$ cat config.mk
export PLATFORM = sky130hd
export DESIGN_NAME = axi_write_master
export DESIGN_NICKNAME = d
export VERILOG_FILES = /design/src/rtl/dma_axi_defs.sv /design/src/rtl/axi_burst_calc.sv /design/src/rtl/axi_write_master.sv
export SDC_FILE = /design/constraint.sdc
export NUM_CORES = 1
export LEC_CHECK = 0
export CORE_AREA = 5 5 188 190
export DETAILED_ROUTE_END_ITERATION = 8
export DIE_AREA = 0 0 193 195
export GPL_TIMING_DRIVEN = 0
export PLACE_DENSITY = 0.67
export SETUP_SLACK_MARGIN = 0.15
export SYNTH_ARGS = -nofsm -noshare
export SYNTH_HDL_FRONTEND = slang
export SYNTH_SLANG_ARGS = --single-unit
export TNS_END_PERCENT = 1
$ cat constraint.sdc
create_clock -name clk -period 8 [get_ports clk]
set_clock_uncertainty 0.05 [all_clocks]
set_input_delay 0.8 -clock clk [delete_from_list [all_inputs] [get_ports clk]]
set_output_delay 0.8 -clock clk [all_outputs]
set_load 0.02 [all_outputs]
$ cat src/rtl/dma_axi_defs.sv
// Shared AXI encodings and write-master FSM states for the DMA read/write masters.
package dma_axi_defs;

    localparam logic [2:0]  AXI_SIZE_4B     = 3'b010;
    localparam logic [1:0]  AXI_BURST_INCR  = 2'b01;
    localparam logic [1:0]  AXI_RESP_OKAY   = 2'b00;
    localparam logic [31:0] BOUNDARY_4K     = 32'h0000_1000;
    localparam logic [31:0] MAX_BURST_BYTES = 32'd64;

    typedef enum logic [1:0] {
        ST_IDLE = 2'd0,
        ST_ADDR = 2'd1,
        ST_DATA = 2'd2,
        ST_RESP = 2'd3
    } wr_state_e;

endpackage

$ cat src/rtl/axi_burst_calc.sv
// Burst sizing: bytes = min(remaining, max burst, distance to next 4 KB page), plus beat count.
module axi_burst_calc
    import dma_axi_defs::*;
#(
    parameter int MAX_BEATS = 16
) (
    input  logic [11:0] i_addr_4k,
    input  logic [31:0] i_remaining,
    output logic [31:0] o_bytes,
    output logic [7:0]  o_beats
);

    localparam logic [31:0] LIMIT_BYTES = 32'(MAX_BEATS * 4);

    logic [31:0] to_4k;
    logic [31:0] cap;

    always_comb begin
        to_4k   = BOUNDARY_4K - {20'd0, i_addr_4k};
        cap     = (LIMIT_BYTES < to_4k) ? LIMIT_BYTES : to_4k;
        o_bytes = (i_remaining < cap) ? i_remaining : cap;
        o_beats = 8'(o_bytes >> 2);
    end

endmodule

$ cat src/rtl/axi_write_master.sv
// AXI4 write master: drains the transfer FIFO to memory as INCR bursts, one burst in flight.
//
// state | meaning
// IDLE  | waiting for i_start
// ADDR  | AW presented, waiting for awready
// DATA  | streaming W beats from the FIFO
// RESP  | waiting for the B response of the current burst
module axi_write_master
    import dma_axi_defs::*;
#(
    parameter int C_M_AXI_ADDR_WIDTH = 32,
    parameter int C_M_AXI_DATA_WIDTH = 32,
    parameter int MAX_BURST_BEATS    = 16
) (
    input  logic                          clk,
    input  logic                          reset_n,
    input  logic                          i_start,
    input  logic [C_M_AXI_ADDR_WIDTH-1:0] i_dst_addr,
    input  logic [31:0]                   i_total_len,
    output logic                          o_write_done,
    output logic                          o_busy,
    output logic                          o_error,
    input  logic                          i_fifo_empty,
    input  logic [C_M_AXI_DATA_WIDTH-1:0] i_w_data,
    output logic                          o_fifo_pop,
    output logic [C_M_AXI_ADDR_WIDTH-1:0] m_axi_awaddr,
    output logic [7:0]                    m_axi_awlen,
    output logic [2:0]                    m_axi_awsize,
    output logic [1:0]                    m_axi_awburst,
    output logic                          m_axi_awvalid,
    input  logic                          m_axi_awready,
    output logic [C_M_AXI_DATA_WIDTH-1:0] m_axi_wdata,
    output logic [3:0]                    m_axi_wstrb,
    output logic                          m_axi_wlast,
    output logic                          m_axi_wvalid,
    input  logic                          m_axi_wready,
    input  logic [1:0]                    m_axi_bresp,
    input  logic                          m_axi_bvalid,
    output logic                          m_axi_bready
);

    localparam int AW = C_M_AXI_ADDR_WIDTH;

    wr_state_e     state_q, state_d;
    logic [AW-1:0] addr_q, addr_d;
    logic [AW-1:0] awaddr_q, awaddr_d;
    logic [31:0]   remaining_q, remaining_d;
    logic [31:0]   bytes_q, bytes_d;
    logic [7:0]    awlen_q, awlen_d;
    logic [7:0]    beat_cnt_q, beat_cnt_d;
    logic          awvalid_q, awvalid_d;
    logic          done_q, done_d;
    logic          error_q, error_d;
    logic [31:0]   calc_bytes;
    logic [7:0]    calc_beats;
    logic          w_hs;

    // Sized from the next-state address so awaddr/awlen are ready the cycle ADDR is entered.
    axi_burst_calc #(.MAX_BEATS(MAX_BURST_BEATS)) u_burst_calc (
        .i_addr_4k   (addr_d[11:0]),
        .i_remaining (remaining_d),
        .o_bytes     (calc_bytes),
        .o_beats     (calc_beats)
    );

    assign m_axi_awaddr  = awaddr_q;
    assign m_axi_awlen   = awlen_q;
    assign m_axi_awsize  = AXI_SIZE_4B;
    assign m_axi_awburst = AXI_BURST_INCR;
    assign m_axi_awvalid = awvalid_q;
    assign m_axi_wdata   = i_w_data;
    assign m_axi_wstrb   = 4'hF;
    assign m_axi_wlast   = (beat_cnt_q == awlen_q);
    assign m_axi_wvalid  = (state_q == ST_DATA) & ~i_fifo_empty;
    assign m_axi_bready  = (state_q == ST_RESP);
    assign o_fifo_pop    = w_hs;
    assign o_busy        = (state_q != ST_IDLE);
    assign o_write_done  = done_q;
    assign o_error       = error_q;
    assign w_hs          = m_axi_wvalid & m_axi_wready;

    always_comb begin
        state_d     = state_q;
        addr_d      = addr_q;
        remaining_d = remaining_q;
        beat_cnt_d  = beat_cnt_q;
        awvalid_d   = awvalid_q;
        done_d      = 1'b0;
        error_d     = error_q;
        case (state_q)
            ST_IDLE: begin
                if (i_start) begin
                    addr_d      = i_dst_addr;
                    remaining_d = i_total_len & ~32'h3;
                    error_d     = 1'b0;
                    if (remaining_d == 32'd0) begin
                        done_d = 1'b1;
                    end else begin
                        state_d   = ST_ADDR;
                        awvalid_d = 1'b1;
                    end
                end
            end
            ST_ADDR: begin
                if (m_axi_awready) begin
                    awvalid_d  = 1'b0;
                    beat_cnt_d = 8'd0;
                    state_d    = ST_DATA;
                end
            end
            ST_DATA: begin
                if (w_hs) begin
                    if (m_axi_wlast) begin
                        beat_cnt_d = 8'd0;
                        state_d    = ST_RESP;
                    end else begin
                        beat_cnt_d = beat_cnt_q + 8'd1;
                    end
                end
            end
            ST_RESP: begin
                if (m_axi_bvalid) begin
                    if (m_axi_bresp != AXI_RESP_OKAY) error_d = 1'b1;
                    addr_d      = addr_q + AW'(bytes_q);
                    remaining_d = remaining_q - bytes_q;
                    if (remaining_d == 32'd0) begin
                        done_d  = 1'b1;
                        state_d = ST_IDLE;
                    end else begin
                        awvalid_d = 1'b1;
                        state_d   = ST_ADDR;
                    end
                end
            end
            default: state_d = ST_IDLE;
        endcase
    end

    always_comb begin
        awaddr_d = awaddr_q;
        awlen_d  = awlen_q;
        bytes_d  = bytes_q;
        if (state_d == ST_ADDR && state_q != ST_ADDR) begin
            awaddr_d = addr_d;
            awlen_d  = calc_beats - 8'd1;
            bytes_d  = calc_bytes;
        end
    end

    always_ff @(posedge clk or negedge reset_n) begin
        if (!reset_n) begin
            state_q     <= ST_IDLE;
            addr_q      <= '0;
            awaddr_q    <= '0;
            remaining_q <= '0;
            bytes_q     <= '0;
            awlen_q     <= '0;
            beat_cnt_q  <= '0;
            awvalid_q   <= 1'b0;
            done_q      <= 1'b0;
            error_q     <= 1'b0;
        end else begin
            state_q     <= state_d;
            addr_q      <= addr_d;
            awaddr_q    <= awaddr_d;
            remaining_q <= remaining_d;
            bytes_q     <= bytes_d;
            awlen_q     <= awlen_d;
            beat_cnt_q  <= beat_cnt_d;
            awvalid_q   <= awvalid_d;
            done_q      <= done_d;
            error_q     <= error_d;
        end
    end

endmodule

==> impl_metrics.toml <==
[critical_path]
max_stage_delay_ps = 460
crit_path_frequent_cell = "buf_4"
crit_type = "reg -> reg"
regToRegSetupSlack_ps = 460
crit_fanout = 19
slowest_stage = "dfrtp_2"
r2r-start = "state_q[0]$_DFF_PN0_"
critPathRequiredTime_ps = 8300
worstRegToRegCells = 34
rr_endpoint = "m_axi_awlen[6]$_DFFE_PN0P_"
critPathLaunchType = "register"
crit_arrival_ps = 7840
worst_setup_path_end_kind = "register"

[place]
hpwl_um = 32200
dp_slack_ps = -2540
io_buffers = 149
finalWeightedCongestion = 0.936
place_area_um2 = 13600

[global_route]
antenna_found_initial = 0
use_met3_pct = 3.71
use_met1_pct = 28.2
grt_pass1_vias = 11000
grt_use_total_pct = 21.2
grt_use_met2_pct = 34.2
busiest_layer = "met2"
grt_overflow_total = 0
grt_max_degree = 85
grt_first_pass_wirelength_um = 62400

[die]
coreArea_um2 = 33300
dieWidth_um = 193
num_rows = 67
die-area_um2 = 37600
start_util_pct = 34.6
die_h_um = 195
num_io_pins = 194

[timing]
setup_viol = 0
setup_ws_ps = 462
holdWs_ps = 323
grt_setup_unrepaired = "false"
timing.slew.headroom_pct = 32.1
post-route-min-period_ps = 7540
timing.fmax_mhz = 133
hold_viol = 0
tightest_slew_ps = 1010
drv_slew = 0
period_share_pct = 94.2

[pwr]
p_sw_share_pct = 51.1
power.switching_uw = 3520
p_per_area_nw_per_um2 = 479
p_int_uw = 3360
p_seq_share_pct = 17.8
p_comb_share_pct = 70.0
p_leak_uw = 0.00637
finalPower_uw = 6880
p_clk_share_pct = 12.3
ir_drop_mv = 0.204

[logic_synthesis]
synth.ff_latch_count = 149
yosys_warnings = 0
synth_top_area_share_pct = 32.4
syn_area_um2 = 11500
synth_area_leader_cell = "dfrtp_1"
ys.flop_type = "dfrtp_1"
synth_cells = 1343
synth-edff-count = 0
syn_area_per_cell_um2 = 8.57
yosysSeqAreaShare_pct = 32.4
async_flop_share_pct = 100
ys_types = 85
yosysMostFrequentCell = "dfrtp_1"
synth_area_leaders = "dfrtp_1 (32%), ha_1 (8.8%), o21ai_0 (4.1%), a21oi_1 (3.9%), nand2_1 (3.8%)"
synth_commonest_cells = "dfrtp_1 (149), nand2_1 (116), nor2_1 (114)"

[layout]
drive_above_1_share_pct = 11.2
antenna_cells = 0
postLayoutCellArea_um2 = 14400
fillers = 3284
nNetsFinal = 1717
areaGrowthSynthToFinish_pct = 24.8

[routing]
avgRoutedWirePerCell_um = 20.5
drt_pre_antenna_iters = 6
num_vias = 11100
routed_wl_um = 40700
drc = 0
via_per_inst = 5.57
drtAntennaViolNets = 0
first_iter_violations = 878

[run]
max_cap_viol_count = 0

[clocking]
cts_max_path_buffers = 2
numCtsBuffers = 17
insertion_delay_ps = 440
clock_tree.root_cell = "clkbuf_16"
ctsHoldBuffers = 0
cts_tree = "done"
cts_num_sinks = 149
htreeDepth = 4
clk_pin_slew_ps = 70

[status]
status = "finished, final reports clean"

[min_path]
hold_path.class = "in -> async"
## cells by family after synthesis
logic type / Yosys count / synth area share, %
simple gates: 422 / 18.5
compound gates: 395 / 22.8
buf+inv: 175 / 7.39
flops: 149 / 32.4
fa+ha+maj: 83 / 9.15
xor+xnor: 69 / 5.25
mux: 48 / 4.52
other cells: 2 / 0.0653
## repair_timing
action,in CTS,in global routing
resized for setup,22,9
endpoints found under the setup margin,20,2
pin swaps,3,5
buffers inserted,5,3
## power groups by stage
| stage | Clock [µW] | Combinational (µW) | Sequential (µW) |
|---|---|---|---|
| detailed placement | 0 | 4620 | 1230 |
| CTS | 854 | 4730 | 1220 |
| global route | 887 | 5240 | 1250 |
| global placement | 0 | 4590 | 1230 |
| floorplan | 0 | 3150 | 1280 |
| finish | 844 | 4820 | 1220 |
## worst max-delay path: cells and delay by family, from the launching register on
family | cells | cell delay [ps]
DFF | 1 | 460
muxes | 1 | 310
AOI/OAI and AO/OA | 11 | 2240
adders and majority gates | 4 | 1000
and+or+nand+nor | 8 | 1660
buffers and inverters | 9 | 1560
xor gates and xnor gates | 1 | 120
## worst max path at each step
stage	startpoint	to	slack, ps
floorplan	state_q[0]$_DFF_PN0_	m_axi_awlen[6]$_DFFE_PN0P_	740
global placement	m_axi_bvalid	m_axi_awlen[6]$_DFFE_PN0P_	-2430
detailed placement	m_axi_bvalid	m_axi_awlen[6]$_DFFE_PN0P_	-2540
CTS	m_axi_bvalid	m_axi_awlen[6]$_DFFE_PN0P_	160
global route	state_q[0]$_DFF_PN0_	m_axi_awlen[6]$_DFFE_PN0P_	150
finish	state_q[0]$_DFF_PN0_	m_axi_awlen[6]$_DFFE_PN0P_	460
## state kept, by name (all words and copies together), names as in the netlist
register and cells:
o_error 1, o_write_done 1, m_axi_awlen 8, state_q 2, beat_cnt_q 8, addr_q 32
m_axi_awvalid 1, remaining_q 32, bytes_q 32, m_axi_awaddr 32
## area by class of cell
cell class                      count  area, µm²  area share (%)
Multi-Input combinational cell   1031       7040            49.0
Sequential cell                   149       3730            26.0
Timing Repair Buffer              158       1580            11.0
Buffer                             95        564            3.93
Tap cell                          448        561            3.90
Clock buffer                       20        447            3.11
Inverter                           77        289            2.01
Clock inverter                     11        153            1.06
## metrics by stage
step	cells	TNS, ps	utilization [%]
3_5_place_dp	1953	-33790	41.0
2_1_floorplan	1355	0	-
3_3_place_gp	1952	-66970	40.9
6_report	1989	0	43.2
5_1_grt	1989	0	43.2
4_1_cts	1988	0	43.1
## metal layers
metal | part of all wire [%] | wire (µm)
met2 | 46 | 18700
met4 | 4.2 | 1690
met3 | 6.8 | 2770
met5 | 0 | 0
met1 | 43 | 17600
## placed cells by master (no fill, tap or decap), types with 7 or more instances in the layout
cell type | synthesis | final
a21o_1 | 30 | 30
o21ai_0 | 95 | 95
xor2_1 | 26 | 26
o21a_1 | 15 | 15
clkbuf_1 | 31 | 27
nand4_1 | 13 | 13
dfrtp_1 | 149 | 147
mux2_2 | 31 | 31
and2_1 | 9 | 9
o2111ai_1 | 9 | 8
clkdlybuf4s50_1 | 0 | 147
o211ai_1 | 7 | 7
nor3_1 | 19 | 19
nand2b_1 | 20 | 20
a21oi_1 | 89 | 88
buf_1 | 9 | 7
inv_1 | 77 | 74
mux2i_1 | 16 | 16
xnor2_1 | 43 | 43
nor2_1 | 114 | 114
and3_1 | 10 | 10
a22oi_1 | 34 | 34
ha_1 | 81 | 77
buf_4 | 41 | 52
a211oi_1 | 12 | 12
nor4_1 | 15 | 14
a31oi_1 | 15 | 15
nand2_1 | 116 | 116
and4_1 | 9 | 9
buf_2 | 14 | 14
conb_1 | 2 | 14
nand3_1 | 33 | 33
or3_1 | 15 | 15
clkbuf_16 | 0 | 17
o31ai_1 | 7 | 7
nor2b_1 | 12 | 11
Power figures use the tool's default switching activity.
